`src/rtl/legv8_pkg.sv`:
```
// Shared definitions for the 64-bit LEGv8 pipeline.
// - Default datapath and control-bundle widths.
// - Bit positions inside the control bundle carried down the pipe.
// - The architectural zero register number.
package legv8_pkg;

  localparam int unsigned XLEN   = 64;
  localparam int unsigned CTRL_W = 8;

  // Control bundle bit map
  localparam int unsigned REGWRITE = 0;
  localparam int unsigned MEMREAD  = 1;
  localparam int unsigned MEMWRITE = 2;
  localparam int unsigned MEMTOREG = 3;
  localparam int unsigned ALUSRC   = 4;
  localparam int unsigned BRANCH   = 5;
  localparam int unsigned ALUOP_LO = 6;
  localparam int unsigned ALUOP_HI = 7;

  // XZR reads as zero, so it can never carry a load-use dependency
  localparam logic [4:0] XZR = 5'd31;

endpackage

```
`src/rtl/hazard_detect.sv`:
```
// Load-use hazard detection between the decode instruction and the one in EX.
// Inputs : id_valid, id_read1, id_read2      - decode instruction and its sources
//          ex_valid, ex_memread, ex_write_reg - instruction currently in EX
//          flush, hold                        - pipeline control
// Outputs: hazard    - decode instruction needs the result of a load still in EX
//          stall_out - hold PC and IF/ID this cycle
module hazard_detect
  import legv8_pkg::*;
(
  input  logic       id_valid,
  input  logic [4:0] id_read1,
  input  logic [4:0] id_read2,
  input  logic       ex_valid,
  input  logic       ex_memread,
  input  logic [4:0] ex_write_reg,
  input  logic       flush,
  input  logic       hold,
  output logic       hazard,
  output logic       stall_out
);

  logic src_match;

  always_comb begin
    src_match = (ex_write_reg == id_read1) || (ex_write_reg == id_read2);
    hazard    = id_valid && ex_valid && ex_memread && (ex_write_reg != XZR) && src_match;
    // A flush kills the decode instruction, so there is nothing left to stall for
    stall_out = (hazard || hold) && !flush;
  end

endmodule

```
`src/rtl/id_ex_stage.sv`:
```
// ID/EX pipeline register of the 64-bit LEGv8 datapath.
// Inputs : clock, reset_n (async, active low), id_* decode fields, flush, hold
// Outputs: ex_* registered copies of the decode fields, ex_valid,
//          stall_out (combinational load-use / hold stall),
//          stall_count (saturating count of load-use bubbles)
module id_ex_stage
  import legv8_pkg::*;
#(
  parameter int unsigned XLEN   = legv8_pkg::XLEN,
  parameter int unsigned CTRL_W = legv8_pkg::CTRL_W,
  parameter int unsigned CNT_W  = 32
) (
  input  logic              clock,
  input  logic              reset_n,
  input  logic              id_valid,
  input  logic [4:0]        id_read1,
  input  logic [4:0]        id_read2,
  input  logic [4:0]        id_write_reg,
  input  logic [XLEN-1:0]   id_data1,
  input  logic [XLEN-1:0]   id_data2,
  input  logic [XLEN-1:0]   id_imm,
  input  logic [XLEN-1:0]   id_pc,
  input  logic [CTRL_W-1:0] id_ctrl,
  input  logic              flush,
  input  logic              hold,
  output logic              stall_out,
  output logic              ex_valid,
  output logic [XLEN-1:0]   ex_data1,
  output logic [XLEN-1:0]   ex_data2,
  output logic [XLEN-1:0]   ex_imm,
  output logic [XLEN-1:0]   ex_pc,
  output logic [4:0]        ex_read1,
  output logic [4:0]        ex_read2,
  output logic [4:0]        ex_write_reg,
  output logic [CTRL_W-1:0] ex_ctrl,
  output logic [CNT_W-1:0]  stall_count
);

  logic              hazard;
  logic              valid_q;
  logic [XLEN-1:0]   data1_q, data2_q, imm_q, pc_q;
  logic [4:0]        read1_q, read2_q, write_reg_q;
  logic [CTRL_W-1:0] ctrl_q;
  logic [CNT_W-1:0]  stall_cnt_q;

  hazard_detect u_hazard_detect (
    .id_valid     (id_valid),
    .id_read1     (id_read1),
    .id_read2     (id_read2),
    .ex_valid     (valid_q),
    .ex_memread   (ctrl_q[MEMREAD]),
    .ex_write_reg (write_reg_q),
    .flush        (flush),
    .hold         (hold),
    .hazard       (hazard),
    .stall_out    (stall_out)
  );

  // Priority: flush, hold, hazard bubble, normal load. Bubbles and flushes zero the
  // control bundle so no write or memory access can leak out of a dead slot.
  always_ff @(posedge clock or negedge reset_n) begin
    if (!reset_n) begin
      valid_q     <= 1'b0;
      data1_q     <= '0;
      data2_q     <= '0;
      imm_q       <= '0;
      pc_q        <= '0;
      read1_q     <= '0;
      read2_q     <= '0;
      write_reg_q <= '0;
      ctrl_q      <= '0;
      stall_cnt_q <= '0;
    end else if (flush) begin
      valid_q <= 1'b0;
      ctrl_q  <= '0;
    end else if (hold) begin
      // freeze everything, including the counter
    end else if (hazard) begin
      valid_q <= 1'b0;
      ctrl_q  <= '0;
      if (stall_cnt_q != '1) begin
        stall_cnt_q <= stall_cnt_q + 1'b1;
      end
    end else begin
      valid_q     <= id_valid;
      data1_q     <= id_data1;
      data2_q     <= id_data2;
      imm_q       <= id_imm;
      pc_q        <= id_pc;
      read1_q     <= id_read1;
      read2_q     <= id_read2;
      write_reg_q <= id_write_reg;
      ctrl_q      <= id_valid ? id_ctrl : '0;
    end
  end

  assign ex_valid     = valid_q;
  assign ex_data1     = data1_q;
  assign ex_data2     = data2_q;
  assign ex_imm       = imm_q;
  assign ex_pc        = pc_q;
  assign ex_read1     = read1_q;
  assign ex_read2     = read2_q;
  assign ex_write_reg = write_reg_q;
  assign ex_ctrl      = ctrl_q;
  assign stall_count  = stall_cnt_q;

endmodule
```
`config.mk`:
```
export PLATFORM = sky130hd
export DESIGN_NAME = id_ex_stage
export DESIGN_NICKNAME = d
export VERILOG_FILES = /design/src/rtl/legv8_pkg.sv /design/src/rtl/hazard_detect.sv /design/src/rtl/id_ex_stage.sv
export SDC_FILE = /design/constraint.sdc
export NUM_CORES = 1
export LEC_CHECK = 0
export BUFFER_PORTS_ARGS = -buffer_cell sky130_fd_sc_hd__buf_2
export CAP_MARGIN = 40
export CELL_PAD_IN_SITES_DETAIL_PLACEMENT = 2
export CELL_PAD_IN_SITES_GLOBAL_PLACEMENT = 2
export CORE_AREA = 2 2 232 234
export DETAILED_ROUTE_END_ITERATION = 6
export DIE_AREA = 0 0 234 236
export PLACE_DENSITY_LB_ADDON = 0.12
export SLEW_MARGIN = 10
export SYNTH_ARGS = -nofsm -noshare
export SYNTH_HDL_FRONTEND = slang
export SYNTH_SLANG_ARGS = --single-unit
```
`constraint.sdc`:
```
create_clock -name clock -period 4 [get_ports clock]
set_input_delay 1.2 -clock clock [delete_from_list [all_inputs] [get_ports clock]]
set_output_delay 1.2 -clock clock [all_outputs]
set_load 0.03 [all_outputs]
```
== Word-level counts from Yosys, hierarchy flattened ==
Cells that the tools add are included.
Storage, ports and cells
  register bits after elaboration: 312
  bits in latches: 0
  RAM bits: 0
  bits in read-only memories: 0
  input bits: 284
  memories: 0
Operators by class
  add/subtract/negate cells: 1
  multipliers: 0
  divide/modulo/power cells: 0
  $lt $le $gt $ge: 0
  equal/unequal tests: 5
  shifts and indexed selects: 0
  muxes and demuxes: 7
  bitwise operators: 3
  reduce and logical (&&, ||, !) cells: 10
Operators by type and width (number)
  $add A32 B1 Y32 const B: 1
  $mux W8: 4
  $ne A32 B32 Y1 const B: 1
  $eq A5 B5 Y1: 2
  $logic_and A1 B1 Y1: 5
  $ne A5 B5 Y1 const B: 1
  $reduce_and A4 Y1: 1
  $mux W1: 3
  $not A1 Y1: 3
  $reduce_and A3 Y1: 1
  $logic_or A1 B1 Y1: 2
  $ne A2 B2 Y1 const B: 1
  $logic_not A1 Y1: 1

== Logic depth before layout (Yosys ltp) ==
  depth in word-level cells: 7
  depth in mapped cells: 8

== Cells and area by module ==
Synthesis repeated with hierarchy kept, for this count alone.
Unflattened totals
  cells, all modules: 768
  area total of the unflattened synthesis: 12072.8 µm²
Modules (own cells, without submodules)
  id_ex_stage: times used 1, cells an instance 747, area an instance 11905.2 µm²
  hazard_detect: times used 1, cells an instance 21, area an instance 167.7 µm²

== Worst setup path before layout ==
Ideal clock, no wire load.
  path type: in2out
  from: in id_read1[4]
  to: out stall_out
  arrival: 2.155 ns
  setup slack: 0.645 ns
  stages on the path: 5
  path buffers: 0
  path through: xnor2_1 > nand3_1 > o22ai_2 > a21oi_1 > nor2_1
On the way
  longest elaborated chain between the ends: 5
Ends and longest elaborated chain
  start, declared: line id_ex_stage.sv:16  | input logic [4:0] id_read1,
  $eq A5 B5 Y1: line hazard_detect.sv:25  | src_match = (ex_write_reg == id_read1) || (ex_write_reg == id_read2);
  $logic_or A1 B1 Y1: line hazard_detect.sv:25
  $logic_and A1 B1 Y1: line hazard_detect.sv:26  | hazard = id_valid && ex_valid && ex_memread && (ex_write_reg != XZR) && src_match;
  $logic_or A1 B1 Y1: line hazard_detect.sv:28  | stall_out = (hazard || hold) && !flush;
  $logic_and A1 B1 Y1: line hazard_detect.sv:28
  end, declared: line id_ex_stage.sv:26  | output logic stall_out,
No other way between the ends.

== Worst setup path after layout ==
  from: in id_read1[0]
  to: out stall_out
Same word-level chain as after synthesis.

==> impl_metrics.py <==
metrics = {
    "clock_network": {
        "cts_tree": "yes",
        "clockRootBuffer": "clkbuf_16",
        "cts.clk_slew.worst_paths_ps": 50,
        "cts_buffers": 41,
        "cts_resized": 0,
        "h-tree-depth": 2,
        "cts-hold-fix-buffers": 0,
        "cts_setup_buffers": 0,
        "clockBufferDepth": 3,
        "cts_num_sinks": 312,
        "clock_latency_ps": 550,
    },
    "status": {
        "status": "completed",
    },
    "grt": {
        "grt_first_pass_wirelength_mm": 67.3,
        "grt_pass1_vias": 10079,
        "grt_max_degree": 86,
        "antenna_found_initial": 16,
        "grt_usage_pct": 16.3,
        "grt-ovfl-total": 0,
    },
    "power_and_ir_drop": {
        "pwr-share-comb_pct": 23.9,
        "swShare_pct": 31.8,
        "leakagePower_nw": 9.04,
        "powerDensity_nw_per_um2": 542,
        "p_int_w": 0.00668,
        "p_clk_share_pct": 37.2,
        "ir_drop_uv": 256,
        "p_seq_share_pct": 38.9,
        "switchingPower_w": 0.00312,
    },
    "logic_synthesis": {
        "netlist_area_sq_um": 13000,
        "synthFlopType": "dfrtp_1",
        "synthDistinctLibCells": 34,
        "async_flop_share_pct": 100,
        "synthCells": 765,
        "yosysWarnings": 0,
        "synth_edf_count": 0,
        "synth_seq_area_share_pct": 60.0,
        "synth_area_per_cell_sq_um": 17.0,
        "synth-seq-cells": 312,
        "synthesis.nets": 1050,
    },
    "setup_path": {
        "critPathKind": "in -> out",
        "cp-start-kind": "primary input",
        "required_ps": 2800,
        "cp_max_fo": 5,
        "endpoint_kind": "output pin",
        "arrival_ps": 2330,
    },
    "floorplanning": {
        "die-area_sq_um": 55200,
        "die_y_microns": 236,
        "core_area_sq_um": 53100,
        "rows": 85,
        "die_width_microns": 234,
        "initial_core_util_pct": 24.5,
        "pin_count": 597,
    },
    "sta": {
        "worstMarginPinSlew_ps": 734,
        "clock_skew_ps": 14.0,
        "finalHoldViolCount": 0,
        "setup_viol": 0,
        "slew_headroom_pct": 51.1,
        "grt_setup_unrepaired": "no",
        "fin_crit_sh_pct": 88.2,
        "slew_viol_final": 0,
        "finalCriticalPeriod_ps": 3530,
        "fmax_mhz": 284,
        "setup_tns_ps": 0,
    },
    "route": {
        "drt-initial-drc-count": 188,
        "ant_nets": 0,
        "num_vias": 8907,
        "drcViolationCount": 0,
        "drtPass1Iterations": 4,
        "routed_wl_mm": 45.6,
        "wl_per_cell_microns": 21.5,
        "drt-vias-per-instance": 4.20,
    },
    "placement": {
        "gp_congestion": 0.754,
        "port_buffers": 596,
        "placed_area_sq_um": 16700,
        "dpl.hpwl_mm": 34.7,
    },
    "final_layout": {
        "layout_commonest_cell": "buf_2",
        "final_net_count": 1671,
        "fin_util_pct": 34.1,
        "multiInputGateArea_sq_um": 4790,
        "drive_above_1_share_pct": 67.6,
        "area_growth_pct": 39.0,
        "fillers": 5602,
        "final_cell_mix": "buf_2 (595), dfrtp_1 (312), mux2_4 (191)",
        "final_area_sq_um": 18100,
        "seq_area_sq_um": 7810,
    },
    "min_path": {
        "hp-class": "reg -> reg",
    },
    "flow_run": {
        "max_cap_viol_count": 0,
    },
}
[metrics by stage]
stage,hold WS (ps),worst slack [ps],std cells,total power (W)
final,490,474,2120,0.00980
after global routing,506,336,2118,0.0103
after CTS,490,452,2114,0.0100
after detailed placement,482,451,2039,0.00625
after global placement,474,418,2038,0.00622
after floorplan,489,645,765,0.00535
[layer usage]
layer	vias to the layer above	global-route usage [%]	wire length, microns
met5	-	0	122
met1	4499	17.7	16400
met2	364	28.9	23400
met4	18	5.16	1280
li1	3941	-	-
met3	85	6.31	4330
[path summary, 6_finish.rpt]
path / start / endpoint / slack, ps / cells past startpoint
setup / recovery: id_read1[0] / stall_out / 470 / 7
hold / removal: ex_ctrl[5] / ex_ctrl[5] / 490 / 1
setup reg to reg: ex_write_reg[4] / ex_imm[28] / 1660 / 7
hold reg to reg: ex_ctrl[5] / ex_ctrl[5] / 490 / 1
max in group asynchronous: reset_n / ex_pc[42] / 2450 / 2
min in group asynchronous: reset_n / ex_data1[51] / 690 / 1
[critical path, stage by stage]
cell,delay [ps]
buf_2,110
xnor2_1,150
nand3_1,120
o22ai_2,330
a21oi_1,120
nor2_1,100
buf_2,200
[layout make-up]
type	count	area share (%)
Timing Repair Buffer	614	18.0
Multi-Input combinational cell	414	26.5
Inverter	3	0.0623
Clock inverter	10	0.485
Antenna cell	6	0.0831
Tap cell	696	4.82
Clock buffer	65	6.85
Sequential cell	312	43.2
[Yosys cell counts (5+ instances only)]
| master | instances | area (sq um) |
|---|---|---|
| nand4_1 | 8 | 50.1 |
| nand2_1 | 15 | 56.3 |
| mux2_4 | 191 | 2870 |
| buf_8 | 21 | 315 |
| a32o_1 | 8 | 80.1 |
| xor2_1 | 19 | 166 |
| mux2_2 | 81 | 912 |
| nor3_1 | 9 | 45.0 |
| dfrtp_1 | 312 | 7810 |
| buf_2 | 10 | 50.1 |
| xnor2_1 | 22 | 193 |
| nand3_1 | 17 | 85.1 |
| and3_1 | 5 | 31.3 |
| nor2_1 | 15 | 56.3 |
[cell families after synthesis]
kind of cell	synth area share, %
muxes	29.1
and+or+nand+nor	3.77
DFF	60.0
adders and majority gates	0.0962
xor gates and xnor gates	2.76
buffers and inverters	3.21
AOI/OAI and AO/OA	1.04
[power by group through the flow]
stage / clock, W / combinational [W] / sequential, W
2_1_floorplan: 0 / 0.000687 / 0.00467
3_3_place_gp: 0 / 0.00237 / 0.00385
3_5_place_dp: 0 / 0.00239 / 0.00386
4_1_cts: 0.00380 / 0.00239 / 0.00382
5_1_grt: 0.00391 / 0.00248 / 0.00387
6_report: 0.00364 / 0.00235 / 0.00381
Note: power is estimated with default switching activity, not from simulation.
